**config.mk**
```make
export PLATFORM = sky130hd
export DESIGN_NAME = sin_sample_scaler
export DESIGN_NICKNAME = d
export VERILOG_FILES = /design/src/rtl/sin_sample_scaler.sv
export SDC_FILE = /design/constraint.sdc
export NUM_CORES = 1
export LEC_CHECK = 0
export CAP_MARGIN = 20
export CORE_ASPECT_RATIO = 1.25
export CORE_MARGIN = 3
export CORE_UTILIZATION = 46
export CTS_BUF_LIST = sky130_fd_sc_hd__clkbuf_4
export DETAILED_ROUTE_END_ITERATION = 7
export PLACE_DENSITY_LB_ADDON = 0.05
export REMOVE_ABC_BUFFERS = 1
export SETUP_SLACK_MARGIN = 0.3
export SLEW_MARGIN = 10
export SYNTH_ARGS = -nofsm -noshare
export SYNTH_HDL_FRONTEND = slang
export SYNTH_SLANG_ARGS = --single-unit
```
**constraint.sdc**
```tcl
create_clock -name clk -period 7.86 [get_ports clk]
set_input_delay 0.786 -clock clk [delete_from_list [all_inputs] [get_ports clk]]
set_output_delay 0.786 -clock clk [all_outputs]
set_load 0.005 [all_outputs]
```
**src/rtl/sin_sample_scaler.sv**
```systemverilog
// Gain stage behind the sine LUT: Q1.15 scaling with round-half-up and saturation,
// followed by a small output FIFO with drop/saturation statistics.
module sin_sample_scaler #(
    parameter int DATA_W = 16,
    parameter int GAIN_W = 16,
    parameter int FRAC   = 15,
    parameter int DEPTH  = 8,
    parameter int CNT_W  = 16
) (
    input  logic                       clk,
    input  logic                       rst,
    input  logic                       clr_stats,
    input  logic [GAIN_W-1:0]          gain,
    input  logic                       in_valid,
    input  logic [DATA_W-1:0]          in_sample,
    output logic                       out_valid,
    input  logic                       out_ready,
    output logic [DATA_W-1:0]          out_sample,
    output logic [$clog2(DEPTH+1)-1:0] fifo_level,
    output logic                       overflow,
    output logic [CNT_W-1:0]           drop_cnt,
    output logic [CNT_W-1:0]           sat_cnt
);

    localparam int P_W   = DATA_W + GAIN_W + 1;
    localparam int PTR_W = $clog2(DEPTH);
    localparam int LVL_W = $clog2(DEPTH + 1);

    localparam logic signed [P_W:0] RND   = {{(P_W-FRAC+1){1'b0}}, 1'b1, {(FRAC-1){1'b0}}};
    localparam logic signed [P_W:0] S_MAX = {{(P_W-DATA_W+2){1'b0}}, {(DATA_W-1){1'b1}}};
    localparam logic signed [P_W:0] S_MIN = {{(P_W-DATA_W+2){1'b1}}, {(DATA_W-1){1'b0}}};

    logic signed [P_W-1:0]  p_q, p_d;
    logic                   v1_q, v1_d;
    logic [DATA_W-1:0]      r_q, r_d;
    logic                   v2_q, v2_d;
    logic                   sat_evt;
    logic signed [P_W:0]    p_ext, p_rnd, r_full;

    logic [DATA_W-1:0]      fifo_mem_q [DEPTH];
    logic [PTR_W-1:0]       wr_ptr_q, wr_ptr_d;
    logic [PTR_W-1:0]       rd_ptr_q, rd_ptr_d;
    logic [LVL_W-1:0]       level_q, level_d;
    logic                   full, pop, push, drop;

    logic                   overflow_q, overflow_d;
    logic [CNT_W-1:0]       drop_cnt_q, drop_cnt_d;
    logic [CNT_W-1:0]       sat_cnt_q, sat_cnt_d;

    // Gain is captured together with its sample, so a gain change never touches in-flight data.
    always_comb begin
        // NOTE: every always_comb output gets a default first so no path can infer a latch.
        p_d    = $signed(in_sample) * $signed({1'b0, gain});
        v1_d   = in_valid;

        p_ext  = {p_q[P_W-1], p_q};
        p_rnd  = p_ext + RND;
        r_full = p_rnd >>> FRAC;
        r_d    = r_full[DATA_W-1:0];
        sat_evt = 1'b0;
        if (r_full > S_MAX) begin
            r_d     = S_MAX[DATA_W-1:0];
            sat_evt = v1_q;
        end else if (r_full < S_MIN) begin
            r_d     = S_MIN[DATA_W-1:0];
            sat_evt = v1_q;
        end
        v2_d = v1_q;
    end

    // A full FIFO still accepts a write when the head leaves in the same cycle.
    always_comb begin
        full     = (level_q == LVL_W'(DEPTH));
        pop      = (level_q != '0) && out_ready;
        push     = v2_q && (!full || pop);
        drop     = v2_q && full && !pop;

        wr_ptr_d = push ? wr_ptr_q + PTR_W'(1) : wr_ptr_q;
        rd_ptr_d = pop  ? rd_ptr_q + PTR_W'(1) : rd_ptr_q;
        unique case ({push, pop})
            2'b10:   level_d = level_q + LVL_W'(1);
            2'b01:   level_d = level_q - LVL_W'(1);
            default: level_d = level_q;
        endcase
    end

    // Clear takes priority over any coinciding increment.
    always_comb begin
        overflow_d = overflow_q | drop;
        drop_cnt_d = drop_cnt_q;
        sat_cnt_d  = sat_cnt_q;
        if (drop && (drop_cnt_q != '1))
            drop_cnt_d = drop_cnt_q + CNT_W'(1);
        if (sat_evt && (sat_cnt_q != '1))
            sat_cnt_d = sat_cnt_q + CNT_W'(1);
        if (clr_stats) begin
            overflow_d = 1'b0;
            drop_cnt_d = '0;
            sat_cnt_d  = '0;
        end
    end

    always_ff @(posedge clk or posedge rst) begin
        if (rst) begin
            p_q        <= '0;
            v1_q       <= 1'b0;
            r_q        <= '0;
            v2_q       <= 1'b0;
            wr_ptr_q   <= '0;
            rd_ptr_q   <= '0;
            level_q    <= '0;
            overflow_q <= 1'b0;
            drop_cnt_q <= '0;
            sat_cnt_q  <= '0;
        end else begin
            // NOTE: non-blocking assignments so every flop samples pre-edge values.
            p_q        <= p_d;
            v1_q       <= v1_d;
            r_q        <= r_d;
            v2_q       <= v2_d;
            wr_ptr_q   <= wr_ptr_d;
            rd_ptr_q   <= rd_ptr_d;
            level_q    <= level_d;
            overflow_q <= overflow_d;
            drop_cnt_q <= drop_cnt_d;
            sat_cnt_q  <= sat_cnt_d;
        end
    end

    // NOTE: storage is not reset; an empty FIFO masks the head, so stale entries are never visible.
    always_ff @(posedge clk) begin
        if (push)
            fifo_mem_q[wr_ptr_q] <= r_q;
    end

    assign out_valid  = (level_q != '0);
    assign out_sample = out_valid ? fifo_mem_q[rd_ptr_q] : '0;
    assign fifo_level = level_q;
    assign overflow   = overflow_q;
    assign drop_cnt   = drop_cnt_q;
    assign sat_cnt    = sat_cnt_q;

endmodule

```
==> flow_metrics.env <==
export IMPL_core_um2=35600
export IMPL_io_pin_count=91
export IMPL_use_met2_pct=36.3
export IMPL_antenna_found_initial=1
export IMPL_wirelength_mm=35.9
export IMPL_place_area_um2=18400
export IMPL_final_max_slew_viol_count=0
export IMPL_cp_max_fo=16
export IMPL_min_period_over_period_pct=85.7
export IMPL_wire_per_inst_um=16.8
export IMPL_finalCoreUtilization_pct=53.5
export IMPL_drc=0
export IMPL_hold_class="reg2reg"
export IMPL_path_cells="clkdlybuf4s50_1 -> nand2_1 -> fa_1 -> fa_1 -> fa_1 -> fa_1 -> inv_1 -> fa_1 -> inv_1 -> fa_1 -> inv_1 -> ha_1 -> a211oi_1 -> o21ai_0 -> a221oi_1 -> a21oi_1 -> a211o_1 -> a31oi_1 -> xnor2_1"
export IMPL_avgSynthCellArea_um2=11.3
export IMPL_tightest_slew_ps=889
export IMPL_fin_worst_skew_ps=22.7
export IMPL_cts_resized=0
export IMPL_power_density_nw_per_um2=368
export IMPL_async_flop_share_pct=38.5
export IMPL_first_pass_iters=4
export IMPL_cts_buffers=46
export IMPL_outcome="completed"
export IMPL_cts_root_buf="clkbuf_4"
export IMPL_yosysUniqueCellTypes=59
export IMPL_use_met3_pct=1.57
export IMPL_setup_viol=0
export IMPL_p_sw_w=0.00296
export IMPL_ys_seq_area_share_pct=34.8
export IMPL_finalNetCount=1979
export IMPL_swShare_pct=42.2
export IMPL_final_cell_area_um2=19100
export IMPL_leakage_nw=8.59
export IMPL_arrival_ps=7250
export IMPL_multi_input_area_um2=9790
export IMPL_cp_start_kind="primary input"
export IMPL_p_int_w=0.00406
export IMPL_fin_crit_ps=6730
export IMPL_rows=77
export IMPL_crit_path_max_incr_delay_ps=860
export IMPL_cts_tree="built"
export IMPL_syn_inst=1490
export IMPL_hold_depth=0
export IMPL_cp_slowest_cell="clkdlybuf4s50_1"
export IMPL_die_h_um=220
export IMPL_netlist_area_um2=16800
export IMPL_cts_sinks=208
export IMPL_report_final_hold_viol_count=0
export IMPL_fillers=3217
export IMPL_layoutNonFillerInstCount=2133
export IMPL_synth_area_leaders="fa_1 23%, edfxtp_1 23%, dfrtp_1 12%"
export IMPL_max_clock_freq_mhz=149
export IMPL_seqPwrFrac_pct=25.4
export IMPL_ant_nets=0
export IMPL_grt_max_degree=81
export IMPL_synth_main_ff_cell="edfxtp_1"
export IMPL_initial_core_util_pct=47.1
export IMPL_crit_top_cell="fa_1"
export IMPL_crit_type="in2reg"
export IMPL_gp_congestion=0.827
export IMPL_vias=10700
export IMPL_viasPerCell=5.02
export IMPL_busiest_layer="met2"
export IMPL_drive_gt1_share_pct=10.6
export IMPL_p_comb_share_pct=62.4
export IMPL_postCtsSetupRepairBufs=0
export IMPL_grt_ovfl_total=0
export IMPL_clkLatencyLatePin_ps=610
export IMPL_yosysWarnings=0
export IMPL_dieWidth_um=177
export IMPL_clkTransAtPathRegs_ps=60
export IMPL_syn2layout_area_growth_pct=13.6
export IMPL_die_area_um2=38800
export IMPL_grt_total_usage_pct=19.5
export IMPL_grt_pass1_vias=11900
export IMPL_synth_edf_count=128
export IMPL_power_frac_clock_pct=12.1
export IMPL_grt_pass1_wl_mm=60.5
export IMPL_yosys_area_top_type="fa_1"
export IMPL_r2r_cells=9
export IMPL_max_cap_viol_count=0
export IMPL_rsz0062_at_grt="false"
export IMPL_ys_ff_latch=208
export IMPL_clk_path_buf_depth=3
export IMPL_regArea_um2=5850
export IMPL_placed_cells=2046
export IMPL_met1_usage_pct=24.3
export IMPL_cts_htree_levels=2
export IMPL_required_ps=8380
export IMPL_vdd_drop_max_mv=0.245
export IMPL_r2r_setup_slack_ps=4810
export IMPL_hpwl_mm=27.6
export IMPL_endpoint_kind="register"
export IMPL_port_buffers=90
export IMPL_maxSlewHeadroom_pct=40.8
export IMPL_synth_top_area_share_pct=23.1
export IMPL_finalSetupTns_ps=0
export IMPL_cts_hold_fix_buffers=0
export IMPL_drt_iter0_markers=441
==> routing by layer <==
metal / vias up / part of all wire [%]
li1: 5094 / -
met1: 5415 / 42
met2: 146 / 53
met3: 53 / 2.1
met4: 0 / 2.4
met5: - / 0
==> cells in the mapped netlist (13+ instances only) <==
cell type    n
a21oi_1     27
and2_1     114
clkbuf_1    40
dfrtp_1     80
edfxtp_1   128
fa_1       194
ha_1       127
inv_1      258
mux2i_1     19
mux4_2      33
nand2_1    164
nand3_1     19
nand4_1     13
nor2_1      72
o21ai_0     34
xnor2_1     28
xor2_1      30
==> final timing paths <==
kind | to | from
worst max-delay path | p_q[25] | gain[9]
worst min-delay path | v2_q | v1_q
worst max register to register | sat_cnt[15] | p_q[14]
worst min register to register | v2_q | v1_q
max in group asynchronous | p_q[22] | rst
min in group asynchronous | drop_cnt[8] | rst
==> through the flow <==
step | total power (W) | hold WS (ps) | worst slack, ps
after global routing | 0.00789 | 453 | 789
after global placement | 0.00621 | 439 | 506
after detailed placement | 0.00627 | 434 | 431
after floorplan | 0.00505 | 354 | 1830
after CTS | 0.00717 | 450 | 1080
final | 0.00702 | 464 | 1130
==> cell families after synthesis <==
group	synth area share, %
fa+ha+maj	32.6
mux	5.81
compound gates	3.11
flops	34.8
xor+xnor	3.03
simple gates	13.7
buf+inv	6.94
==> area by class of cell <==
type / count / area share, %
antenna: 1 / 0.0131
clock buffer: 74 / 2.91
clock inverter: 11 / 0.354
inverter: 259 / 5.10
multi-input combinational: 973 / 51.3
sequential: 208 / 30.7
tap: 474 / 3.11
timing repair buffer: 133 / 6.52
==> critical path, delay by kind of cell <==
family	cells	cell delay [ps]
AND/OR/NAND/NOR	1	160
XOR/XNOR	1	140
AO/OA/AOI/OAI	6	1780
adder cells (fa/ha/maj)	7	3370
buffers and inverters	4	1010
==> registers in the layout (all words and copies together), names as in the netlist <==
name and cells:
fifo_mem_q 128, p_q 19, drop_cnt 16, r_q 16
sat_cnt 16, fifo_level 4, rd_ptr_q 3, wr_ptr_q 3
overflow 1, v1_q 1, v2_q 1
==> cells in the final DEF (no fill, tap or decap), types with 34 or more instances in the layout <==
| cell | count |
|---|---|
| dfrtp_1 | 78 |
| and2_1 | 114 |
| inv_1 | 257 |
| buf_4 | 42 |
| clkbuf_4 | 74 |
| ha_1 | 127 |
| nand2_1 | 164 |
| fa_1 | 194 |
| edfxtp_1 | 128 |
| clkdlybuf4s50_1 | 90 |
| nor2_1 | 72 |
| o21ai_0 | 34 |
==> power groups by stage <==
| stage | Clock, W | Combinational, W | Sequential, W |
|---|---|---|---|
| 2_1_floorplan | 0 | 0.00327 | 0.00177 |
| 5_1_grt | 0.000944 | 0.00512 | 0.00183 |
| 3_5_place_dp | 0 | 0.00446 | 0.00181 |
| 4_1_cts | 0.000890 | 0.00449 | 0.00179 |
| 3_3_place_gp | 0 | 0.00442 | 0.00180 |
| 6_report | 0.000852 | 0.00438 | 0.00179 |
(Power assumes the default switching activity.)
